**src/rtl/vt512_wb_image_ingest.sv**
```systemverilog
// rtl/vt512_wb_image_ingest.sv - Wishbone image ingest: control/status registers, sample FIFO, x/y/ch tagged stream
module vt512_wb_image_ingest #(
  parameter int          DATA_WIDTH     = 32,
  parameter int          MAX_IMAGE_SIZE = 512,
  parameter int          NUM_CHANNELS   = 3,
  parameter int          FIFO_DEPTH     = 16,
  parameter logic [31:0] BASE_ADDR      = 32'h414E_0000
) (
  input  logic                              wb_clk_i,
  input  logic                              wb_rst_ni,
  input  logic                              wbs_stb_i,
  input  logic                              wbs_cyc_i,
  input  logic                              wbs_we_i,
  input  logic [3:0]                        wbs_sel_i,
  input  logic [31:0]                       wbs_adr_i,
  input  logic [31:0]                       wbs_dat_i,
  output logic                              wbs_ack_o,
  output logic [31:0]                       wbs_dat_o,
  output logic                              pix_valid_o,
  input  logic                              pix_ready_i,
  output logic [DATA_WIDTH-1:0]             pix_data_o,
  output logic [$clog2(MAX_IMAGE_SIZE)-1:0] pix_x_o,
  output logic [$clog2(MAX_IMAGE_SIZE)-1:0] pix_y_o,
  output logic [1:0]                        pix_ch_o,
  output logic                              pix_last_o,
  output logic                              irq_o
);
  localparam int CW  = $clog2(MAX_IMAGE_SIZE);
  localparam int SW  = CW + 1;
  localparam int AW  = $clog2(FIFO_DEPTH);
  localparam int CNW = AW + 1;
  localparam int PCW = $clog2(MAX_IMAGE_SIZE * MAX_IMAGE_SIZE * 4 + 1);

  typedef enum logic [1:0] {S_IDLE, S_RECV, S_DONE} state_e;

  state_e                state_q, state_d;
  logic                  ack_q, ack_d;
  logic [31:0]           dat_q, dat_d;
  logic                  enable_q, enable_d, irq_en_q, irq_en_d;
  logic                  frame_done_q, frame_done_d, drop_q, drop_d;
  logic [SW-1:0]         img_w_q, img_w_d, img_h_q, img_h_d;
  logic [PCW-1:0]        push_cnt_q, push_cnt_d;
  logic [AW-1:0]         wr_ptr_q, wr_ptr_d, rd_ptr_q, rd_ptr_d;
  logic [CNW-1:0]        cnt_q, cnt_d;
  logic [CW-1:0]         x_q, x_d, y_q, y_d;
  logic [1:0]            ch_q, ch_d;
  logic [DATA_WIDTH-1:0] mem_q [FIFO_DEPTH];

  logic        hit, req, empty, full, pop, data_wr, data_ok, do_push, wr_en, flush;
  logic [15:0] off;
  logic [31:0] rdata, w_m, h_m;
  logic [PCW-1:0] total;
  logic [CW-1:0]  w_last, h_last;
  logic           at_last;

  function automatic logic [31:0] merge(input logic [31:0] old, input logic [31:0] nw,
                                        input logic [3:0] sel);
    merge = old;
    for (int b = 0; b < 4; b++) if (sel[b]) merge[8*b +: 8] = nw[8*b +: 8];
  endfunction

  assign hit     = wbs_adr_i[31:16] == BASE_ADDR[31:16];
  assign off     = wbs_adr_i[15:0];
  assign req     = wbs_cyc_i & wbs_stb_i & ~ack_q;
  assign empty   = cnt_q == '0;
  assign full    = cnt_q == CNW'(FIFO_DEPTH);
  assign pop     = ~empty & pix_ready_i;
  assign data_wr = req & wbs_we_i & hit & (off == 16'h4900);
  assign data_ok = data_wr & (state_q == S_RECV) & (wbs_sel_i == 4'hF);
  // A full FIFO stalls the ack, unless the stream frees a slot this very cycle.
  assign ack_d   = req & ~(data_ok & full & ~pop);
  assign do_push = ack_d & data_ok;
  assign wr_en   = ack_d & wbs_we_i & hit;
  assign total   = PCW'(img_w_q) * PCW'(img_h_q) * PCW'(NUM_CHANNELS);
  assign w_last  = CW'(img_w_q - SW'(1));
  assign h_last  = CW'(img_h_q - SW'(1));
  assign at_last = (x_q == w_last) & (y_q == h_last) & (ch_q == 2'(NUM_CHANNELS - 1));
  assign w_m     = merge(32'(img_w_q), wbs_dat_i, wbs_sel_i);
  assign h_m     = merge(32'(img_h_q), wbs_dat_i, wbs_sel_i);

  always_comb begin
    rdata = '0;
    if (hit) begin
      case (off)
        16'h0000: rdata = {29'd0, irq_en_q, 1'b0, enable_q};
        16'h0004: rdata = {16'd0, 8'(cnt_q), 3'd0, empty, full, drop_q, frame_done_q,
                           state_q != S_IDLE};
        16'h0008: rdata = 32'(img_w_q);
        16'h000C: rdata = 32'(img_h_q);
        default:  rdata = '0;
      endcase
    end
    dat_d = (ack_d & ~wbs_we_i) ? rdata : '0;
  end

  always_comb begin
    state_d = state_q;   enable_d = enable_q;   irq_en_d = irq_en_q;
    frame_done_d = frame_done_q;   drop_d = drop_q;
    img_w_d = img_w_q;   img_h_d = img_h_q;   push_cnt_d = push_cnt_q;
    wr_ptr_d = wr_ptr_q; rd_ptr_d = rd_ptr_q;
    x_d = x_q;   y_d = y_q;   ch_d = ch_q;   flush = 1'b0;
    cnt_d = cnt_q + CNW'(do_push) - CNW'(pop);

    if (wr_en && off == 16'h0004 && wbs_sel_i[0]) begin
      if (wbs_dat_i[1]) frame_done_d = 1'b0;
      if (wbs_dat_i[2]) drop_d = 1'b0;
    end
    if (pop) begin
      rd_ptr_d = rd_ptr_q + AW'(1);
      if (ch_q != 2'(NUM_CHANNELS - 1)) ch_d = ch_q + 2'd1;
      else begin
        ch_d = '0;
        if (x_q != w_last) x_d = x_q + CW'(1);
        else begin
          x_d = '0;
          y_d = (y_q == h_last) ? '0 : y_q + CW'(1);
        end
      end
      if (at_last && state_q == S_DONE) begin
        frame_done_d = 1'b1;
        enable_d     = 1'b0;
        state_d      = S_IDLE;
        push_cnt_d   = '0;
      end
    end
    if (do_push) begin
      wr_ptr_d   = wr_ptr_q + AW'(1);
      push_cnt_d = push_cnt_q + PCW'(1);
      if (push_cnt_q + PCW'(1) == total) state_d = S_DONE;
    end
    if (ack_d && data_wr && !data_ok) drop_d = 1'b1;
    // Geometry is frozen while a frame is in flight.
    if (wr_en && state_q == S_IDLE) begin
      if (off == 16'h0008 && w_m != 0 && w_m <= 32'(MAX_IMAGE_SIZE)) img_w_d = SW'(w_m);
      if (off == 16'h000C && h_m != 0 && h_m <= 32'(MAX_IMAGE_SIZE)) img_h_d = SW'(h_m);
    end
    if (wr_en && off == 16'h0000 && wbs_sel_i[0]) begin
      irq_en_d = wbs_dat_i[2];
      if (wbs_dat_i[1]) begin
        flush = 1'b1;   frame_done_d = 1'b0;   drop_d = 1'b0;   state_d = S_IDLE;
      end else begin
        enable_d = wbs_dat_i[0];
        if (!wbs_dat_i[0]) begin
          flush = 1'b1;   state_d = S_IDLE;
        end else if (state_q == S_IDLE) begin
          state_d = S_RECV;   push_cnt_d = '0;
        end
      end
    end
    if (flush) begin
      wr_ptr_d = '0;   rd_ptr_d = '0;   cnt_d = '0;   push_cnt_d = '0;
      x_d = '0;   y_d = '0;   ch_d = '0;
    end
  end

  always_ff @(posedge wb_clk_i or negedge wb_rst_ni) begin
    if (!wb_rst_ni) begin
      state_q <= S_IDLE;   ack_q <= 1'b0;   dat_q <= '0;
      enable_q <= 1'b0;   irq_en_q <= 1'b0;   frame_done_q <= 1'b0;   drop_q <= 1'b0;
      img_w_q <= SW'(MAX_IMAGE_SIZE);   img_h_q <= SW'(MAX_IMAGE_SIZE);
      push_cnt_q <= '0;   wr_ptr_q <= '0;   rd_ptr_q <= '0;   cnt_q <= '0;
      x_q <= '0;   y_q <= '0;   ch_q <= '0;
    end else begin
      state_q <= state_d;   ack_q <= ack_d;   dat_q <= dat_d;
      enable_q <= enable_d;   irq_en_q <= irq_en_d;
      frame_done_q <= frame_done_d;   drop_q <= drop_d;
      img_w_q <= img_w_d;   img_h_q <= img_h_d;
      push_cnt_q <= push_cnt_d;   wr_ptr_q <= wr_ptr_d;   rd_ptr_q <= rd_ptr_d;   cnt_q <= cnt_d;
      x_q <= x_d;   y_q <= y_d;   ch_q <= ch_d;
    end
  end

  always_ff @(posedge wb_clk_i) begin
    if (do_push) mem_q[wr_ptr_q] <= DATA_WIDTH'(wbs_dat_i);
  end

  assign wbs_ack_o   = ack_q;
  assign wbs_dat_o   = dat_q;
  assign pix_valid_o = ~empty;
  assign pix_data_o  = empty ? '0 : mem_q[rd_ptr_q];
  assign pix_x_o     = x_q;
  assign pix_y_o     = y_q;
  assign pix_ch_o    = ch_q;
  assign pix_last_o  = ~empty & at_last;
  assign irq_o       = frame_done_q & irq_en_q;
endmodule
```
**config.mk**
```make
export PLATFORM = sky130hd
export DESIGN_NAME = vt512_wb_image_ingest
export DESIGN_NICKNAME = d
export VERILOG_FILES = /design/src/rtl/vt512_wb_image_ingest.sv
export SDC_FILE = /design/constraint.sdc
export NUM_CORES = 1
export LEC_CHECK = 0
export ABC_AREA = 0
export BUFFER_PORTS_ARGS = -buffer_cell sky130_fd_sc_hd__buf_2
export CAP_MARGIN = 20
export CELL_PAD_IN_SITES_DETAIL_PLACEMENT = 0
export CELL_PAD_IN_SITES_GLOBAL_PLACEMENT = 1
export CORE_ASPECT_RATIO = 0.6
export CORE_MARGIN = 5
export CORE_UTILIZATION = 40
export CTS_CLUSTER_SIZE = 24
export DETAILED_ROUTE_END_ITERATION = 8
export HOLD_SLACK_MARGIN = 0.05
export PLACE_DENSITY_LB_ADDON = 0.1
export REMOVE_ABC_BUFFERS = 1
export SLEW_MARGIN = 5
export SYNTH_ARGS = -nofsm -noshare
export SYNTH_HDL_FRONTEND = slang
export SYNTH_SLANG_ARGS = --single-unit
```
**constraint.sdc**
```tcl
create_clock -name wb_clk_i -period 7.1 [get_ports wb_clk_i]
set_input_delay 0 -clock wb_clk_i [delete_from_list [all_inputs] [get_ports wb_clk_i]]
set_output_delay 0 -clock wb_clk_i [all_outputs]
set_load 0.02 [all_outputs]
```
# Word-level counts from Yosys, hierarchy flattened
# Memory sizes are Yosys's and may differ from the RTL's.
# Index checks and enable logic that the tools add are counted.
[op_classes]
add_sub_neg = 10
multipliers = 2
order_cmp = 2
n_eq_ne = 17
n_mux = 63
bitwise_logic = 24
n_reduce_logical = 25
[op_table]
columns = ["operator", "count"]
rows = [
  ["21-bit 2-to-1 mux", 8],
  ["9-bit 2-to-1 mux", 9],
  ["32-bit by 10-bit <= comparator with 1-bit output (second input constant)", 2],
  ["32-bit 2-to-1 mux", 2],
  ["32-bit nonzero test", 2],
  ["13-bit case mux with 4 select lines", 1],
  ["8-bit 2-to-1 mux", 6],
  ["16-bit by 15-bit equality test with 1-bit output (second input constant)", 2],
  ["16-bit by 4-bit equality test with 1-bit output (second input constant)", 2],
  ["2-bit 2-to-1 mux", 11],
  ["21-bit by 1-bit adder with 21-bit output (second input constant)", 1],
  ["21-bit equality test", 1],
  ["20-bit by 2-bit multiplier with 21-bit output (second input constant)", 1],
  ["10-bit by 10-bit multiplier with 20-bit output", 1],
  ["1-bit 2-to-1 mux", 20],
  ["1-bit bitwise AND", 19],
  ["9-bit by 1-bit adder with 9-bit output (second input constant)", 2],
  ["9-bit equality test", 2],
  ["9-bit by 1-bit subtractor with 9-bit output (second input constant)", 2],
  ["16-bit by 3-bit equality test with 1-bit output (second input constant)", 1],
  ["16-bit zero test", 1],
  ["4-bit 2-to-1 mux", 4],
  ["13-bit 2-to-1 mux", 1],
  ["1-bit logical AND", 12],
  ["18 further kinds", 30],
]
[word_totals]
register_bits = 113
ramBits = 512
input_bits = 74
output_inout_bits = 88
n_memories = 1
[mem_list]
columns = ["memory", "words", "word_bits", "read_ports", "rd_clocked_by_memory_dff", "write_ports", "line", "rtl"]
rows = [
  ["mem_q", 16, 32, 1, 0, 1, "47", "logic [DATA_WIDTH-1:0] mem_q [FIFO_DEPTH];"],
]

# Longest topological paths before layout
[depth]
depth_word = 20
depth_mapped = 30
depth_no_buf = 28

# Worst setup path after synthesis
# Ideal clock, no wire load.
[synth_timing]
kind = "register -> register"
startpoint = "register img_h_q[3]"
endpoint = "register state_q[1]"
setup_ps = 77
arrival_ps = 7226
t_required_ps = 7023
path_slack_ps = -203
stages_incl_launch_ff = 30
period_less_slack_ps = 7303
path_cell_list = "dfrtp_1 -> clkbuf_1 -> clkbuf_1 -> nand2_1 -> fa_1 -> fa_1 -> inv_1 -> ha_1 -> inv_1 -> fa_1 -> inv_1 -> fa_1 -> ha_1 -> a21boi_0 -> o21ai_0 -> a21boi_0 -> or2_2 -> a311o_1 -> a21oi_1 -> xnor2_1 -> ha_1 -> a21o_1 -> a21o_1 -> a221o_1 -> a21o_1 -> a21o_1 -> a21oi_1 -> xnor2_1 -> or4_1 -> a21oi_1"
[synth_via]
elab_chain_cells = 13
[synth_rtl]
columns = ["element", "line", "rtl"]
rows = [
  ["from (decl)", "41", "logic [SW-1:0] img_w_q, img_w_d, img_h_q, img_h_d;"],
  ["from (signal assigned)", "160", "img_w_q <= SW'(MAX_IMAGE_SIZE); img_h_q <= SW'(MAX_IMAGE_SIZE);"],
  ["from (signal assigned)", "167", "img_w_q <= img_w_d; img_h_q <= img_h_d;"],
  ["parallel branches: the longest is 8 deep, another holds 20-bit by 2-bit multiplier with 21-bit output", "-", ""],
  ["2-bit 2-to-1 mux *", "126", "if (do_push) begin"],
  ["2-bit 2-to-1 mux", "145", "end else if (state_q == S_IDLE) begin"],
  ["2-bit 2-to-1 mux", "143", "if (!wbs_dat_i[0]) begin"],
  ["2-bit 2-to-1 mux", "139", "if (wbs_dat_i[1]) begin"],
  ["2-bit 2-to-1 mux *", "137", "if (wr_en && off == 16'h0000 && wbs_sel_i[0]) begin"],
  ["via state_d[1]", "36", "state_e state_q, state_d;"],
  ["to (signal assigned)", "164", "state_q <= state_d; ack_q <= ack_d; dat_q <= dat_d;"],
  ["to (decl)", "36", ""],
]
# Mark *: on every way through the listed nets, which the timed path passes.
# A chain may end at the register's enable or synchronous reset.

# Worst setup path in the final report
[layout_timing]
startpoint = "register img_w_q[3]"
endpoint = "register state_q[1]"
[layout_via]
elab_chain_cells = 13
[layout_rtl]
columns = ["element", "line"]
rows = [
  ["from (decl)", "41"],
  ["from (signal assigned)", "160"],
  ["from (signal assigned)", "167"],
  ["parallel branches: the longest is 8 deep, another holds 20-bit by 2-bit multiplier with 21-bit output", "-"],
  ["2-bit 2-to-1 mux *", "126"],
  ["2-bit 2-to-1 mux", "145"],
  ["2-bit 2-to-1 mux", "143"],
  ["2-bit 2-to-1 mux", "139"],
  ["2-bit 2-to-1 mux *", "137"],
  ["via state_d[1]", "36"],
]
# Marked as above.

==> out/metrics.csv <==
stage,metric,value,unit
status,outcome,"complete, no violations",
power_and_ir_drop,p_per_area,277,mW/mm2
yosys,synth_top_area_share,0.513,
cells_and_area,finalNetCount,2486,
clock_tree,cts_made_buffers,58,
yosys,ys_types,85,
worst_hold_path,holdCritStartpoint,wbs_adr_i[20],
global_route,grt-ovfl-total,0,
global_route,grt_max_degree,53,
timing,period_share,0.970,
clock_tree,cts.sinks,606,
clock_tree,clk_path_buf_depth,3,
worst_hold_path,hold_depth,5,
worst_setup_path,r2r_setup_slack,0.21,ns
yosys,yosysWarnings,0,
timing,finalHoldViolations,0,
floorplan,start_util,0.405,
cells_and_area,area_growth,18.1,%
floorplan,row_count,77,
worst_setup_path,crit_path_end_kind,flop,
yosys,synthCells,1977,
floorplan,die_y,222,um
placement,placed_cells,3104,
run,cap_violations,0,
cells_and_area,multiInputGateArea,0.0119,mm2
routing,viasPerCell,5.53,
timing,clock_skew,0.0189,ns
yosys,ys_seq_elements,606,
yosys,synth_top_area_cell,edfxtp_1,
clock_tree,cts_tree,done,
routing,via_count,18190,
global_route,antenna_found_initial,4,
worst_setup_path,reg2reg_from,img_w_q[3],
worst_setup_path,worstPathRequired,7.67,ns
worst_setup_path,path_class,flop to flop,
cells_and_area,fillCellCount,6454,
yosys,netlist_area,0.0300,mm2
timing,grt_setup_unrepaired,true,
worst_setup_path,arrival,7.45,ns
routing,drt_iter0_drc,1571,
yosys,synth-edff-count,512,
clock_tree,h-tree-depth,2,
routing,drt.antenna.violating_nets,0,
worst_hold_path,hp-class,input port to flop,
floorplan,io_pins,162,
placement,port_buffers,142,
timing,period_needed,6.89,ns
cells_and_area,finalNonFillerCells,3291,
worst_setup_path,worstSetupStartpointType,flop,
timing,max_freq,0.145,GHz
clock_tree,clk_latency,0.64,ns
global_route,track_usage,0.208,
placement,place_congestion,0.835,
routing,route.detailed.drc,0,
worst_setup_path,r2r_cells,24,
worst_setup_path,cp_max_fo,5,
timing,finalSetupViolations,0,
cells_and_area,regArea,0.0177,mm2
global_route,grt_pass1_wl,125000,um
routing,wl_per_cell,25.5,um
timing,hold_slack,0.141,ns
power_and_ir_drop,finalPower,9.80,mW
yosys,ys_seq_area_frac,0.592,
power_and_ir_drop,p_leak,13.1,nW
worst_hold_path,hold_path_end,wbs_dat_o[3],
floorplan,die_area,0.0806,mm2
clock_tree,clk_pin_slew,0.07,ns
floorplan,die_w,363,um
placement,hpwl,52400,um
global_route,grt_pass1_vias,18372,
yosys,synth_area_leaders,"edfxtp_1 51%, mux4_2 12%, dfrtp_1 7.7%",
routing,drt-total-wl,84000,um
timing,maxSlewViolCount,0,
cells_and_area,diodes,0,
timing,maxSlewHeadroom,0.347,
timing,worst_pin_slew,0.967,ns
clock_tree,cts_root_buf,clkbuf_16,
worst_setup_path,r2r_end,state_q[1],
yosys,avgSynthCellArea,15.2,um2
yosys,synth-main-ff-cell,edfxtp_1,
floorplan,core_area,0.0739,mm2
routing,firstDrtPassIters,5,
cells_and_area,drive_above_1_share,0.281,
yosys,synthArstFlopShare,0.155,
power_and_ir_drop,peakVddDrop,0.000236,V
==> synthesized netlist by cell type (6+ instances only) <==
| library cell | instances |
|---|---|
| buf_4 | 19 |
| nor3_1 | 24 |
| or3_1 | 13 |
| clkbuf_1 | 70 |
| buf_1 | 14 |
| and3_1 | 23 |
| nor4_1 | 12 |
| nand2b_1 | 8 |
| xor2_1 | 34 |
| ha_1 | 90 |
| nor2_1 | 106 |
| inv_1 | 95 |
| o31ai_1 | 7 |
| nand3_1 | 25 |
| o21ai_1 | 27 |
| nand4_1 | 18 |
| dfrtp_1 | 92 |
| mux2_2 | 23 |
| and2_1 | 84 |
| nand3b_1 | 8 |
| mux2i_1 | 6 |
| a22oi_1 | 6 |
| edfxtp_1 | 512 |
| fa_1 | 64 |
| o21ai_0 | 38 |
| a21oi_1 | 67 |
| mux4_2 | 160 |
| nor2b_1 | 12 |
| xnor2_1 | 60 |
| a31oi_1 | 10 |
| or4_1 | 10 |
| a21o_1 | 14 |
| nand2_1 | 109 |
| nand4b_1 | 8 |
==> power by group <==
group          internal (mW)  switching, mW  total, mW
logic                   1.27           1.31       2.58
registers               3.90          0.144       4.05
clock network           1.72           1.44       3.16
==> timing repair <==
item	CTS	global route
hold endpoints to repair	600	0
endpoints found under the setup margin	1	2
hold buffers	56	0
buffers inserted	1	24
pin swaps	8	66
cloned	0	0
resized for setup	10	81
==> sequential cells by signal, summed over array words and instances (netlist names), 2 cells and up <==
register / count
wbs_dat_o: 13
push_cnt_q: 21
img_w_q: 10
cnt_q: 5
state_q: 2
pix_ch_o: 2
pix_y_o: 9
pix_x_o: 9
mem_q: 512
wr_ptr_q: 4
rd_ptr_q: 4
img_h_q: 10
==> cells by family (layout without fill, tap and decap cells) <==
logic type | count (synthesis) | in the layout | synth area share
AO/OA/AOI/OAI | 219 | 219 | 0.0462
XOR/XNOR | 97 | 97 | 0.0296
adder cells (fa/ha/maj) | 154 | 154 | 0.0804
buffers and inverters | 206 | 515 | 0.0287
flip-flops | 606 | 606 | 0.592
multiplexers | 189 | 189 | 0.131
other | 1 | 19 | 0.000125
AND/OR/NAND/NOR | 505 | 505 | 0.0923
==> per-layer routing <==
| metal | vias up | global-route usage | wire length [um] |
|---|---|---|---|
| met5 | - | 0 | 0 |
| met2 | 567 | 0.291 | 35400 |
| met3 | 71 | 0.0485 | 6390 |
| li1 | 8052 | - | - |
| met4 | 0 | 0.0310 | 1000 |
| met1 | 9500 | 0.334 | 41200 |
==> worst max path at each step <==
stage | start | endpoint | slack, ns | depth (start not counted)
floorplan | img_h_q[3] | state_q[1] | 0.04 | 27
global placement | img_h_q[9] | state_q[1] | 0.005 | 23
detailed placement | img_w_q[3] | state_q[1] | -0.08 | 24
CTS | img_h_q[9] | state_q[1] | 0.006 | 24
global route | img_w_q[4] | state_q[1] | -0.11 | 26
finish | img_w_q[3] | state_q[1] | 0.21 | 24
==> metrics by stage <==
stage | utilization | setup WS, ns | area [um2] | TNS (ns)
final | 0.479 | 0.212 | 35400 | 0
after global placement | 0.436 | 0.00498 | 32200 | 0
after global routing | 0.479 | -0.108 | 35400 | -0.108
after floorplan | - | 0.0444 | 29500 | 0
after detailed placement | 0.436 | -0.0783 | 32200 | -0.0783
after CTS | 0.471 | 0.00593 | 34800 | 0
==> critical path, cell delays in order (launching register included) <==
cell      delay (ns)
dfrtp_1         0.40
buf_6           0.14
nand2_1         0.07
fa_1            0.58
fa_2            0.49
fa_1            0.55
fa_1            0.44
inv_1           0.09
fa_2            0.46
ha_4            0.18
and2_1          0.14
a311o_1         0.32
a41o_1          0.26
a21o_1          0.20
a21oi_2         0.17
xnor2_2         0.18
ha_1            0.32
buf_4           0.18
a221o_1         0.32
a21o_1          0.19
xnor2_1         0.13
o2111a_1        0.18
nand4_1         0.11
or4_1           0.55
a21oi_2         0.15
==> final cells by class <==
| type | count | area share |
|---|---|---|
| Sequential cell | 606 | 0.502 |
| Clock buffer | 64 | 0.0423 |
| Multi-Input combinational cell | 1183 | 0.336 |
| Clock inverter | 42 | 0.0122 |
| Tap cell | 987 | 0.0349 |
| Timing Repair Buffer | 312 | 0.0621 |
| Inverter | 97 | 0.0103 |
==> cell usage in the layout (no fill, tap or decap), types with 12 or more instances in the layout <==
| master | n |
|---|---|
| a21o_1 | 14 |
| a21oi_1 | 60 |
| and2_1 | 75 |
| and3_1 | 22 |
| buf_2 | 141 |
| buf_4 | 107 |
| clkbuf_16 | 59 |
| clkinv_2 | 13 |
| conb_1 | 19 |
| dfrtp_1 | 81 |
| dlygate4sd3_1 | 55 |
| edfxtp_1 | 512 |
| fa_1 | 55 |
| ha_1 | 77 |
| ha_4 | 13 |
| inv_1 | 91 |
| mux2_2 | 23 |
| mux4_2 | 160 |
| nand2_1 | 105 |
| nand3_1 | 23 |
| nand4_1 | 18 |
| nor2_1 | 101 |
| nor2b_1 | 12 |
| nor3_1 | 24 |
| o21ai_0 | 35 |
| o21ai_1 | 27 |
| or3_1 | 13 |
| xnor2_1 | 51 |
| xor2_1 | 31 |
Power figures use the tool's default switching activity.
